## src/rtl/mem_stage.sv

```systemverilog
// EX/MEM pipeline latch plus memory-access stage: registers execute results and runs
// a single outstanding req/ack data-bus transaction for loads and stores.
module mem_stage #(
  parameter int XLEN    = 64,
  parameter int TIMEOUT = 255
) (
  input  logic            clk,
  input  logic            rst,
  input  logic            stall_i,
  input  logic [4:0]      ex_wd_i,
  input  logic            ex_wreg_i,
  input  logic [XLEN-1:0] ex_wdata_i,
  input  logic [XLEN-1:0] ex_addr_i,
  input  logic [3:0]      ex_memop_i,
  input  logic [31:0]     ex_hi_i,
  input  logic [31:0]     ex_lo_i,
  input  logic            ex_whilo_i,
  output logic            dmem_req_o,
  output logic            dmem_we_o,
  output logic [XLEN-1:0] dmem_addr_o,
  output logic [XLEN-1:0] dmem_wdata_o,
  output logic [7:0]      dmem_sel_o,
  input  logic            dmem_ack_i,
  input  logic [XLEN-1:0] dmem_rdata_i,
  output logic [4:0]      wd_o,
  output logic            wreg_o,
  output logic [XLEN-1:0] wdata_o,
  output logic [31:0]     hi_o,
  output logic [31:0]     lo_o,
  output logic            whilo_o,
  output logic            stallreq_from_mem_o,
  output logic            misalign_o,
  output logic            bus_err_o
);

  typedef enum logic {IDLE, BUSY} state_e;
  typedef enum logic [1:0] {SZ_B, SZ_H, SZ_W, SZ_D} size_e;

  state_e          state_q;
  logic [15:0]     cnt_q;
  size_e           size_q;
  logic            is_unsigned_q;
  logic            is_store_q;
  logic [2:0]      addr_lo_q;
  logic            wreg_cap_q;
  logic            whilo_cap_q;

  logic            mem_valid, is_store, is_unsigned, misaligned;
  size_e           size;
  logic [7:0]      sel_d;
  logic [XLEN-1:0] lane_wdata_d;
  logic [XLEN-1:0] shifted, load_data;

  // NOTE: every always_comb output gets a default first so no path can infer a latch.
  always_comb begin
    mem_valid   = 1'b1;
    is_store    = 1'b0;
    is_unsigned = 1'b0;
    size        = SZ_B;
    case (ex_memop_i)
      4'd1:    size = SZ_B;
      4'd2:    size = SZ_H;
      4'd3:    size = SZ_W;
      4'd4:    size = SZ_D;
      4'd5:    begin size = SZ_B; is_unsigned = 1'b1; end
      4'd6:    begin size = SZ_H; is_unsigned = 1'b1; end
      4'd7:    begin size = SZ_W; is_unsigned = 1'b1; end
      4'd8:    begin size = SZ_B; is_store = 1'b1; end
      4'd9:    begin size = SZ_H; is_store = 1'b1; end
      4'd10:   begin size = SZ_W; is_store = 1'b1; end
      4'd11:   begin size = SZ_D; is_store = 1'b1; end
      default: mem_valid = 1'b0;
    endcase

    misaligned   = 1'b0;
    sel_d        = 8'hFF;
    lane_wdata_d = ex_wdata_i;
    case (size)
      SZ_B: begin
        sel_d        = 8'h01 << ex_addr_i[2:0];
        lane_wdata_d = {(XLEN/8){ex_wdata_i[7:0]}};
      end
      SZ_H: begin
        misaligned   = ex_addr_i[0];
        sel_d        = 8'h03 << ex_addr_i[2:0];
        lane_wdata_d = {(XLEN/16){ex_wdata_i[15:0]}};
      end
      SZ_W: begin
        misaligned   = |ex_addr_i[1:0];
        sel_d        = 8'h0F << ex_addr_i[2:0];
        lane_wdata_d = {(XLEN/32){ex_wdata_i[31:0]}};
      end
      default: misaligned = |ex_addr_i[2:0];
    endcase
  end

  // Bring the addressed lane down to bit 0, then extend by size and signedness.
  always_comb begin
    shifted = dmem_rdata_i >> {addr_lo_q, 3'b000};
    case (size_q)
      SZ_B:    load_data = {{(XLEN-8){~is_unsigned_q & shifted[7]}}, shifted[7:0]};
      SZ_H:    load_data = {{(XLEN-16){~is_unsigned_q & shifted[15]}}, shifted[15:0]};
      SZ_W:    load_data = {{(XLEN-32){~is_unsigned_q & shifted[31]}}, shifted[31:0]};
      default: load_data = dmem_rdata_i;
    endcase
  end

  // NOTE: the asynchronous reset clears every flop here (no storage arrays), so a reset
  // mid-transaction drops dmem_req_o at once and any later ack lands in IDLE.
  always_ff @(posedge clk or negedge rst) begin
    if (!rst) begin
      state_q             <= IDLE;
      cnt_q               <= '0;
      size_q              <= SZ_B;
      is_unsigned_q       <= 1'b0;
      is_store_q          <= 1'b0;
      addr_lo_q           <= '0;
      wreg_cap_q          <= 1'b0;
      whilo_cap_q         <= 1'b0;
      dmem_req_o          <= 1'b0;
      dmem_we_o           <= 1'b0;
      dmem_addr_o         <= '0;
      dmem_wdata_o        <= '0;
      dmem_sel_o          <= '0;
      wd_o                <= '0;
      wreg_o              <= 1'b0;
      wdata_o             <= '0;
      hi_o                <= '0;
      lo_o                <= '0;
      whilo_o             <= 1'b0;
      stallreq_from_mem_o <= 1'b0;
      misalign_o          <= 1'b0;
      bus_err_o           <= 1'b0;
    end else begin
      misalign_o <= 1'b0;
      bus_err_o  <= 1'b0;
      case (state_q)
        IDLE: begin
          cnt_q   <= '0;
          wd_o    <= ex_wd_i;
          hi_o    <= ex_hi_i;
          lo_o    <= ex_lo_i;
          wreg_o  <= 1'b0;
          whilo_o <= 1'b0;
          wdata_o <= '0;
          if (stall_i) begin
            wd_o <= '0;
            hi_o <= '0;
            lo_o <= '0;
          end else if (!mem_valid) begin
            wreg_o  <= ex_wreg_i;
            whilo_o <= ex_whilo_i;
            wdata_o <= ex_wdata_i;
          end else if (misaligned) begin
            misalign_o <= 1'b1;
          end else begin
            state_q             <= BUSY;
            size_q              <= size;
            is_unsigned_q       <= is_unsigned;
            is_store_q          <= is_store;
            addr_lo_q           <= ex_addr_i[2:0];
            wreg_cap_q          <= ex_wreg_i;
            whilo_cap_q         <= ex_whilo_i;
            dmem_req_o          <= 1'b1;
            dmem_we_o           <= is_store;
            dmem_addr_o         <= {ex_addr_i[XLEN-1:3], 3'b000};
            dmem_wdata_o        <= lane_wdata_d;
            dmem_sel_o          <= sel_d;
            stallreq_from_mem_o <= 1'b1;
          end
        end
        BUSY: begin
          if (dmem_ack_i || cnt_q == 16'(TIMEOUT - 1)) begin
            state_q             <= IDLE;
            dmem_req_o          <= 1'b0;
            dmem_we_o           <= 1'b0;
            dmem_addr_o         <= '0;
            dmem_wdata_o        <= '0;
            dmem_sel_o          <= '0;
            stallreq_from_mem_o <= 1'b0;
          end else begin
            cnt_q <= cnt_q + 16'd1;
          end
          // An ack in the timeout cycle still completes the transfer.
          if (dmem_ack_i) begin
            wreg_o  <= wreg_cap_q & ~is_store_q;
            wdata_o <= is_store_q ? '0 : load_data;
            whilo_o <= whilo_cap_q;
          end else if (cnt_q == 16'(TIMEOUT - 1)) begin
            bus_err_o <= 1'b1;
          end
        end
        default: state_q <= IDLE;
      endcase
    end
  end

endmodule

```

## config.mk

```make
export PLATFORM = sky130hd
export DESIGN_NAME = mem_stage
export DESIGN_NICKNAME = d
export VERILOG_FILES = /design/src/rtl/mem_stage.sv
export SDC_FILE = /design/constraint.sdc
export NUM_CORES = 1
export LEC_CHECK = 0
export CORE_AREA = 2 2 210 212
export DETAILED_ROUTE_END_ITERATION = 12
export DIE_AREA = 0 0 212 214
export PLACE_DENSITY = 0.66
export SETUP_SLACK_MARGIN = 0.15
export SLEW_MARGIN = 20
export SYNTH_ARGS = -nofsm -noshare
export SYNTH_HDL_FRONTEND = slang
export SYNTH_SLANG_ARGS = --single-unit
```

## constraint.sdc

```tcl
create_clock -name clk -period 3.9 [get_ports clk]
set_input_delay 0.78 -clock clk [delete_from_list [all_inputs] [get_ports clk]]
set_output_delay 0.78 -clock clk [all_outputs]
set_load 0.05 [all_outputs]
```

==> flow_summary.ini, run 1 <==
[critical_path]
arrival_ns = 3.58
path_buf_inv = 4
reg2reg_from = state_q
cp.depth = 11
required_ns = 4.33
crit_type = in2reg
crit_chain = clkdlybuf4s50_1 -> nor2b_1 -> buf_4 -> a21oi_1 -> inv_1 -> ha_1 -> buf_4 -> or2_2 -> or2_2 -> a22oi_1 -> o22ai_1
critPathLaunchType = input port
cp_slowest_stage_delay_ns = 0.63
startpoint = ex_memop_i[2]
critPathMaxFanout = 11
worstSetupEndpointType = flop
reg2reg_to = wdata_o[32]
r2r_setup_slack_ns = 1.17
endpoint = dmem_wdata_o[33]
reg2regPathDepth = 5
path_delay_family = buffers and inverters
cp_slowest_cell = clkdlybuf4s50_1

[timing]
fin_skew_ns = 0.03058
drv_slew = 0
finalCritPeriodShare_pct = 80.76
slew_headroom_pct = 36.47
fmax_mhz = 317.5
tns_ns = 0
hold_viol = 0
period_needed_ns = 3.150
worstMarginPinSlew_ns = 0.9529
setup_viol = 0
rsz0062_at_grt = no

[job]
max_cap_viol_count = 0

[synthesis]
syn_area_um2 = 15500
async_flop_share_pct = 100.0
yosysUniqueCellTypes = 72
yosysSeqAreaShare_pct = 48.11
synth_edf_count = 0
ys_dominant_reg_cell = dfrtp_1
synth_warnings = 0
avgSynthCellArea_um2 = 9.539
ys_seq_elements = 298
synthCells = 1625

[finish]
fin_nets = 2375
nFillCells = 3900
final_common_cell = clkdlybuf4s50_1
area_growth_pct = 46.04
final_cell_mix = 542 x clkdlybuf4s50_1, 304 x nand2_1, 295 x dfrtp_1
post-route-util_pct = 52.79
drive_gt1_share_pct = 7.442

[detailed_routing]
dr_total_vias = 14850
wl_per_cell_um = 23.50
drt_pre_antenna_iters = 5
wl_mm = 63.84
drt_iter0_drc = 1446
drcViolationCount = 0
postRouteAntennaNets = 0
routed_via_density = 5.465

[cts]
ctsResizeCount = 0
post_cts.repair.setup_buffers = 0
cts-root-buf = clkbuf_16
cts_buffers = 37
cts_hold_buffers = 0
clkSinkCount = 298
clk_latency_ns = 0.57
cts_tree = done
clk_pin_slew_ns = 0.06
cts.path.max_buffers = 3
cts.htree.levels = 2

[global_routing]
grt_pass1_wl_mm = 94.58
grt_usage_pct = 27.54
grt_overflow = 0
grt_max_degree = 119
grt_pass1_vias = 14790
antenna_found_initial = 10

[floorplanning]
ios = 547
die_h_um = 214
placementRows = 76
start_util_pct = 36.14
dieArea_um2 = 45370
die_w_um = 212
design.core.area_um2 = 42890

[power]
p_per_area_nw_per_um2 = 619.4
vdd_drop_max_uv = 323.9
power_leakage_nw = 9.331

[place]
gp_congestion = 0.9958
port_buffers = 543
post-dp-hpwl_mm = 47.55

[min_path]
hp-class = in2async

[run_status]
outcome = finished clean
==> area by class of cell <==
class                   count  area (µm²)  share of cell area [%]
well taps                 585       732.0                   3.233
multi-input cells        1167        7341                   32.43
inverters                  14       52.55                  0.2321
diodes                      9       22.52                 0.09949
clock buffers              48       997.2                   4.405
flip-flops and latches    298        7463                   32.97
clock inverters            15       229.0                   1.011
repair buffers            581        5801                   25.62
==> metrics by stage <==
| step | cell area (µm²) | total power, mW | worst slack (ns) | hold slack [ns] | instances |
|---|---|---|---|---|---|
| 2_1_floorplan | 15510 | 8.161 | 1.036 | 0.4460 | 1627 |
| 3_3_place_gp | 21390 | 10.44 | 0.3058 | 0.4651 | 2645 |
| 3_5_place_dp | 21390 | 10.50 | 0.2389 | 0.4756 | 2645 |
| 4_1_cts | 22620 | 14.10 | 0.8141 | 0.2164 | 2708 |
| 5_1_grt | 22630 | 14.60 | 0.4902 | 0.2476 | 2715 |
| 6_report | 22640 | 14.02 | 0.7503 | 0.1853 | 2717 |
==> worst min-delay path by stage <==
stage / start / end / slack (ns) / cells past startpoint
after floorplan: whilo_cap_q / whilo_cap_q / 0.45 / 2
after global placement: hi_o[4] / hi_o[4] / 0.47 / 2
after detailed placement: hi_o[2] / hi_o[2] / 0.48 / 2
after CTS: rst / dmem_wdata_o[48] / 0.22 / 1
after global routing: rst / dmem_wdata_o[48] / 0.25 / 1
final: rst / dmem_wdata_o[48] / 0.19 / 1
==> kinds of logic (layout without fill, tap and decap cells) <==
| kind of cell | count (synthesis) | after routing | share of synthesized area, % |
|---|---|---|---|
| other | 1 | 12 | 0.02419 |
| adder cells (fa/ha/maj) | 5 | 5 | 0.4036 |
| multiplexers | 90 | 90 | 7.265 |
| XOR/XNOR | 15 | 15 | 0.8476 |
| flip-flops | 298 | 298 | 48.11 |
| AO/OA/AOI/OAI | 459 | 459 | 20.49 |
| AND/OR/NAND/NOR | 595 | 595 | 18.01 |
| buffers and inverters | 162 | 658 | 4.859 |
==> registers in the layout (all words and copies together), names as in the netlist, 2 cells and up <==
| name | count |
|---|---|
| dmem_wdata_o | 64 |
| wdata_o | 64 |
| dmem_addr_o | 61 |
| hi_o | 32 |
| lo_o | 32 |
| cnt_q | 16 |
| dmem_sel_o | 8 |
| wd_o | 5 |
| addr_lo_q | 3 |
| size_q | 2 |
==> synth_stat cells (5+ instances only) <==
cell / n / share of area (%)
mux4_2: 17 / 2.5
nand2b_1: 107 / 4.3
mux2_2: 10 / 0.73
and2_1: 21 / 0.85
nand4_1: 8 / 0.32
o211ai_1: 9 / 0.44
a221oi_1: 33 / 1.9
inv_1: 14 / 0.34
a22oi_1: 76 / 3.7
dfrtp_1: 298 / 48
buf_2: 46 / 1.5
clkbuf_1: 75 / 1.8
o21ai_0: 102 / 3.3
o21ai_1: 90 / 2.9
buf_4: 15 / 0.73
ha_1: 5 / 0.40
buf_1: 7 / 0.17
a221o_1: 9 / 0.58
o32ai_1: 8 / 0.45
a311oi_1: 5 / 0.28
o221ai_1: 14 / 0.79
mux2i_1: 63 / 4.1
nand2_1: 305 / 7.4
nor2_1: 84 / 2.0
a22o_1: 20 / 1.1
o22ai_1: 31 / 1.3
a21oi_1: 16 / 0.52
a32o_1: 16 / 1.0
nor2b_1: 26 / 1.0
a311oi_2: 8 / 0.77
xnor2_1: 15 / 0.85
nand3_1: 9 / 0.29
==> per-layer routing <==
metal  wire (µm)  vias up  GRT usage [%]
met2       28930      763          41.57
met5           0        -              0
met3        6594      129          8.430
li1            -     6737              -
met1       25640     7219          36.00
met4        2676        0          12.91
==> power breakdown <==
group	internal [mW]	total, mW	switching [mW]	leakage [nW]
Clock	2.14	3.55	1.40	0.600
Sequential	3.74	4.26	0.521	3.91
Combinational	2.18	6.21	4.04	4.82
Total	8.06	14.0	5.96	9.33
==> worst register-to-register path, delay by kind of cell (launching register included) <==
family                 cells  cell delay (ns)
AO/OA/AOI/OAI              2             0.41
buffers and inverters      1             0.30
AND/OR/NAND/NOR            2             1.23
flip-flops                 1             0.74
(Power assumes the default switching activity.)
==> run 2: changes to the inputs <==
PLACE_DENSITY = 0.69   (was 0.66)
clock period = 2.7 ns   (was 3.9 ns; I/O delays follow)
==> run 2 against run 1 <==
Critical path depth decreased by 1. Largest cell class unchanged. Clock skew about the same. Clock-buffer cell count grew 5. Core utilization grew 2.0 points. First-iteration DRC count down 5.5%. Total power is 46% higher. Via count grew 1.9%. Flip-flop and latch count stayed put. Final area increased by 3.7%.
==> flow_summary.ini, run 2 (synthesized netlist as in run 1, its figures left out) <==
[timing]
drv_slew = 0
hold_viol = 0
worstMarginPinSlew_ns = 0.9019
tns_ns = 0
period_needed_ns = 2.462
rsz0062_at_grt = no
finalCritPeriodShare_pct = 91.18
fmax_mhz = 406.2
fin_skew_ns = 0.03020
setup_viol = 0
worst_slack_ns = 0.2382
slew_headroom_pct = 39.87

[critical_path]
crit_top_cell = buf_4
path_buf_inv = 4
r2r_setup_slack_ns = 0.41
required_ns = 3.12
crit_chain = clkdlybuf4s50_1 -> nor2b_2 -> a21oi_2 -> inv_1 -> ha_1 -> buf_4 -> buf_4 -> or3_4 -> a22oi_1 -> o22ai_1
crit_type = in2reg
arrival_ns = 2.88
critPathLaunchType = input port
reg2reg_from = addr_lo_q[2]
critPathMaxFanout = 9
reg2regPathDepth = 6
reg2reg_to = wdata_o[8]
path_delay_family = buffers and inverters
startpoint = ex_memop_i[3]
cp_slowest_cell = clkdlybuf4s50_1
worstSetupEndpointType = flop
cp_slowest_stage_delay_ns = 0.50

[place]
post-dp-hpwl_mm = 48.50
gp_congestion = 0.9772
placed_area_um2 = 22150
dp_slack_ns = -0.4308
port_buffers = 543

[detailed_routing]
drcViolationCount = 0
routed_via_density = 5.442
drt_pre_antenna_iters = 5
dr_total_vias = 15130
drt_iter0_drc = 1366
wl_mm = 63.93
wl_per_cell_um = 22.99
postRouteAntennaNets = 0

[finish]
design_area_um2 = 23480
nFillCells = 3793
final_common_cell = clkdlybuf4s50_1
regArea_um2 = 7463
reg.largest.list = dmem_wdata_o: 64 flops, wdata_o: 64 flops, dmem_addr_o: 61 flops
final_cell_mix = 539 x clkdlybuf4s50_1, 304 x nand2_1, 295 x dfrtp_1
area_growth_pct = 51.47
fin_nets = 2443
multiInputGateArea_um2 = 7406
drive_gt1_share_pct = 11.09

[floorplanning]
start_util_pct = 36.14
die_w_um = 212
placementRows = 76
design.core.area_um2 = 42890
ios = 547
dieArea_um2 = 45370
die_h_um = 214

[cts]
clk_latency_ns = 0.55
cts_buffers = 36
cts.htree.levels = 2
clkSinkCount = 298
clk_pin_slew_ns = 0.06
cts.path.max_buffers = 3
cts_tree = done
cts-root-buf = clkbuf_16

[global_routing]
grt_usage_pct = 27.67
antenna_found_initial = 9
grt_overflow = 0
grt_pass1_vias = 14990
grt_pass1_wl_mm = 95.25
grt_max_degree = 112

[job]
max_cap_viol_count = 0

[min_path]
hp-class = reg2reg
hp-start = lo_o[7]
min_to = lo_o[7]
hold_path_depth = 2

[power]
power_leakage_nw = 9.816
seqPwrFrac_pct = 29.8
vdd_drop_max_uv = 440.7
intPower_mw = 11.89
combPwrFrac_pct = 45.6
clock_power_share_pct = 24.7
p_per_area_nw_per_um2 = 874.1
netSwitchingPower_mw = 8.632
swShare_pct = 42.06

[run_status]
outcome = finished clean
-- run 2: cell count changes in the layout (fill, tap and decap cells not counted), sizes merged, moves of 2 or more --
cell	previous run	this run
clkbuf	48	53
buf	39	107
dlymetal6s2s	0	3
bufinv	5	3
clkinv	6	4
diode	9	4
clkdlybuf4s50	542	539
-- run 2: worst max path at each step --
| stage | endpoint | slack (ns) | cells after the start |
|---|---|---|---|
| after floorplan | dmem_wdata_o[55] | 0.15 | 11 |
| after global placement | dmem_sel_o[3] | -0.38 | 13 |
| after detailed placement | dmem_sel_o[4] | -0.43 | 12 |
| after CTS | dmem_wdata_o[57] | 0.19 | 13 |
| after global routing | dmem_wdata_o[43] | 0.16 | 10 |
| final | dmem_wdata_o[15] | 0.24 | 10 |
-- run 2: worst register-to-register path, delay by kind of cell, from the launching register on --
family | cells | cell delay [ns]
AO/OA/AOI/OAI | 3 | 0.97
AND/OR/NAND/NOR | 2 | 0.32
flip-flops | 1 | 0.63
buffers and inverters | 1 | 0.29
-- run 2: per-layer routing --
metal / wire (µm) / global-route usage, % / vias up
met1: 26240 / 36.85 / 7363
met3: 6311 / 8.518 / 137
met2: 28750 / 41.72 / 759
met5: 48 / 0 / -
li1: - / - / 6869
met4: 2578 / 11.41 / 6
-- run 2: power by group through the flow --
stage / Sequential, mW / Combinational [mW] / Clock (mW)
after detailed placement: 6.17 / 9.30 / 0
after floorplan: 9.07 / 2.72 / 0
final: 6.11 / 9.35 / 5.06
after global routing: 6.22 / 9.80 / 5.34
after global placement: 6.15 / 9.22 / 0
after CTS: 6.11 / 9.34 / 5.17
-- run 2: what timing repair did --
action                                  CTS  global route
setup buffers                             0             2
gates resized for setup                   1            15
endpoints found under the setup margin    2           142
pin swaps                                 0             2
endpoints found under the hold margin    55             0
hold buffers                              1             0
-- run 2: layout make-up --
type                    instances  share of cell area (%)
repair buffers                650                   28.04
flip-flops and latches        298                   31.79
diodes                          4                 0.04263
well taps                     585                   3.118
inverters                      14                  0.2238
multi-input cells            1167                   31.54
clock inverters                10                  0.5809
clock buffers                  53                   4.668
-- run 2: per-stage QoR --
step / total power, mW / hold WS (ns) / util (%) / std cells
3_5_place_dp: 15.47 / 0.4693 / 51.64 / 2711
3_3_place_gp: 15.37 / 0.4614 / 51.64 / 2711
5_1_grt: 21.36 / 0.5030 / 54.75 / 2781
2_1_floorplan: 11.79 / 0.2444 / - / 1627
4_1_cts: 20.62 / 0.4859 / 54.55 / 2775
6_report: 20.52 / 0.4838 / 54.75 / 2781
==> run 3: changes to the inputs <==
GPL_TIMING_DRIVEN = 0   (was not set)
==> run 3 against run 2 <==
Critical path depth decreased by 3. Wire length increased by 10%. Flip-flop and latch count unchanged. Sequential power decreased by 1%. Fmax decreased by 0.19%. Largest cell class unchanged. Largest power group unchanged.
==> flow_summary.ini, run 3 (synthesized netlist as in run 1, its figures left out) <==
[cts]
cts_buffers = 35
cts-root-buf = clkbuf_16
clk_pin_slew_ns = 0.06
clk_latency_ns = 0.56
cts.htree.levels = 2
clkSinkCount = 298
cts_tree = done
cts.path.max_buffers = 3

[floorplanning]
design.core.area_um2 = 42890
placementRows = 76
die_h_um = 214
start_util_pct = 36.14
ios = 547
dieArea_um2 = 45370
die_w_um = 212

[critical_path]
crit_type = in2reg
path_buf_inv = 2
critPathLaunchType = input port
required_ns = 3.12
critPathMaxFanout = 10
worstSetupEndpointType = flop
path_delay_family = buffers and inverters
crit_chain = clkdlybuf4s50_1 -> mux4_2 -> a32oi_1 -> nor2_1 -> o31ai_4 -> buf_2 -> o21ai_1
arrival_ns = 2.88
cp_slowest_cell = clkdlybuf4s50_1
cp_slowest_stage_delay_ns = 0.63

[global_routing]
grt_usage_pct = 30.26
grt_use_met3_pct = 8.049
grt_pass1_wl_mm = 102.5
grt.met1_usage_pct = 39.87
grt-busiest-layer = met2
grt_pass1_vias = 15660
grt_max_degree = 97
grt_overflow = 0
grt.met2_usage_pct = 47.09
antenna_found_initial = 10

[finish]
nFillCells = 3874
drive_gt1_share_pct = 9.176
stdcell_count = 2824
reg.largest.list = dmem_wdata_o: 64 flops, wdata_o: 64 flops, dmem_addr_o: 61 flops
final_common_cell = clkdlybuf4s50_1
regArea_um2 = 7457
multiInputGateArea_um2 = 7350
post-route-util_pct = 53.59
fin_nets = 2485
area_growth_pct = 48.28
final_cell_mix = 536 x clkdlybuf4s50_1, 305 x nand2_1, 298 x dfrtp_1

[timing]
fmax_mhz = 405.5
drv_slew = 0
slew_headroom_pct = 45.43
period_needed_ns = 2.466
worstMarginPinSlew_ns = 0.8148
setup_viol = 0
finalCritPeriodShare_pct = 91.35
fin_skew_ns = 0.02446
hold_viol = 0
timing.hold.ws_ns = 0.3194
tns_ns = 0
rsz0062_at_grt = no

[detailed_routing]
dr_total_vias = 15730
postRouteAntennaNets = 0
drcViolationCount = 0
drt_pre_antenna_iters = 6
routed_via_density = 5.571
drt_iter0_drc = 1384
wl_mm = 70.30
wl_per_cell_um = 24.89

[place]
gp_congestion = 0.9900
post-dp-hpwl_mm = 54.54
port_buffers = 537
dp.cells = 2752

[run_status]
outcome = finished clean

[power]
vdd_drop_max_uv = 452.1
power_leakage_nw = 9.556
p_per_area_nw_per_um2 = 882.8

[min_path]
hp-class = in2reg

[job]
max_cap_viol_count = 0
[run 3: final timing paths]
kind,depth (start not counted),end,from,slack (ns)
worst max-delay path,7,wdata_o[50],dmem_rdata_i[55],0.23
worst min-delay path,2,is_unsigned_q,ex_memop_i[3],0.32
worst max register to register,8,wdata_o[20],addr_lo_q[0],0.33
worst min register to register,2,wd_o[0],wd_o[0],0.48
max in group asynchronous,4,wdata_o[21],rst,0.98
min in group asynchronous,2,wdata_o[27],rst,0.45
[run 3: through the flow]
step / total power, mW / setup slack, ns / instance area (µm²)
floorplan: 11.79 / 0.1532 / 15520
CTS: 20.31 / 0.1348 / 22920
detailed placement: 15.49 / -1.254 / 21720
global route: 21.05 / 0.1550 / 22980
global placement: 15.43 / -12.28 / 21630
finish: 20.29 / 0.2336 / 22980
[run 3: metal layers]
metal / vias to the layer above / part of all wire (%) / wire [µm]
met1: 7720 / 40 / 28390
met3: 194 / 9.6 / 6748
li1: 6958 / - / -
met2: 857 / 46 / 32100
met5: - / 0.043 / 30
met4: 4 / 4.3 / 3023
[run 3: cell type report]
class,count,share of cell area (%)
clock inverter,10,0.3266
tap,585,3.185
sequential,298,32.44
buffer,148,3.130
inverter,14,0.2286
timing repair buffer,545,24.00
antenna,5,0.05444
multi-input combinational,1167,31.98
clock buffer,52,4.660
[run 3: report_power, final]
| part | switching [mW] | internal [mW] | total [mW] |
|---|---|---|---|
| Clock | 2.00 | 2.76 | 4.76 |
| Sequential | 0.625 | 5.39 | 6.02 |
| Combinational | 6.25 | 3.27 | 9.52 |
| Total | 8.87 | 11.4 | 20.3 |
[run 3: worst reg2reg max path, cell delays in order, from the launching register on]
cell	delay, ns
dfrtp_1	0.32
buf_2	0.18
buf_2	0.32
buf_2	0.40
buf_4	0.31
nand2_1	0.17
o22ai_1	0.14
a221oi_1	0.10
a311oi_2	0.34
[run 3: repair_timing]
action,CTS,global route
endpoints found under the setup margin,210,103
pin swaps,1,2
resized for setup,11,13
setup buffers,1,3
endpoints found under the hold margin,28,0
hold buffers,1,0
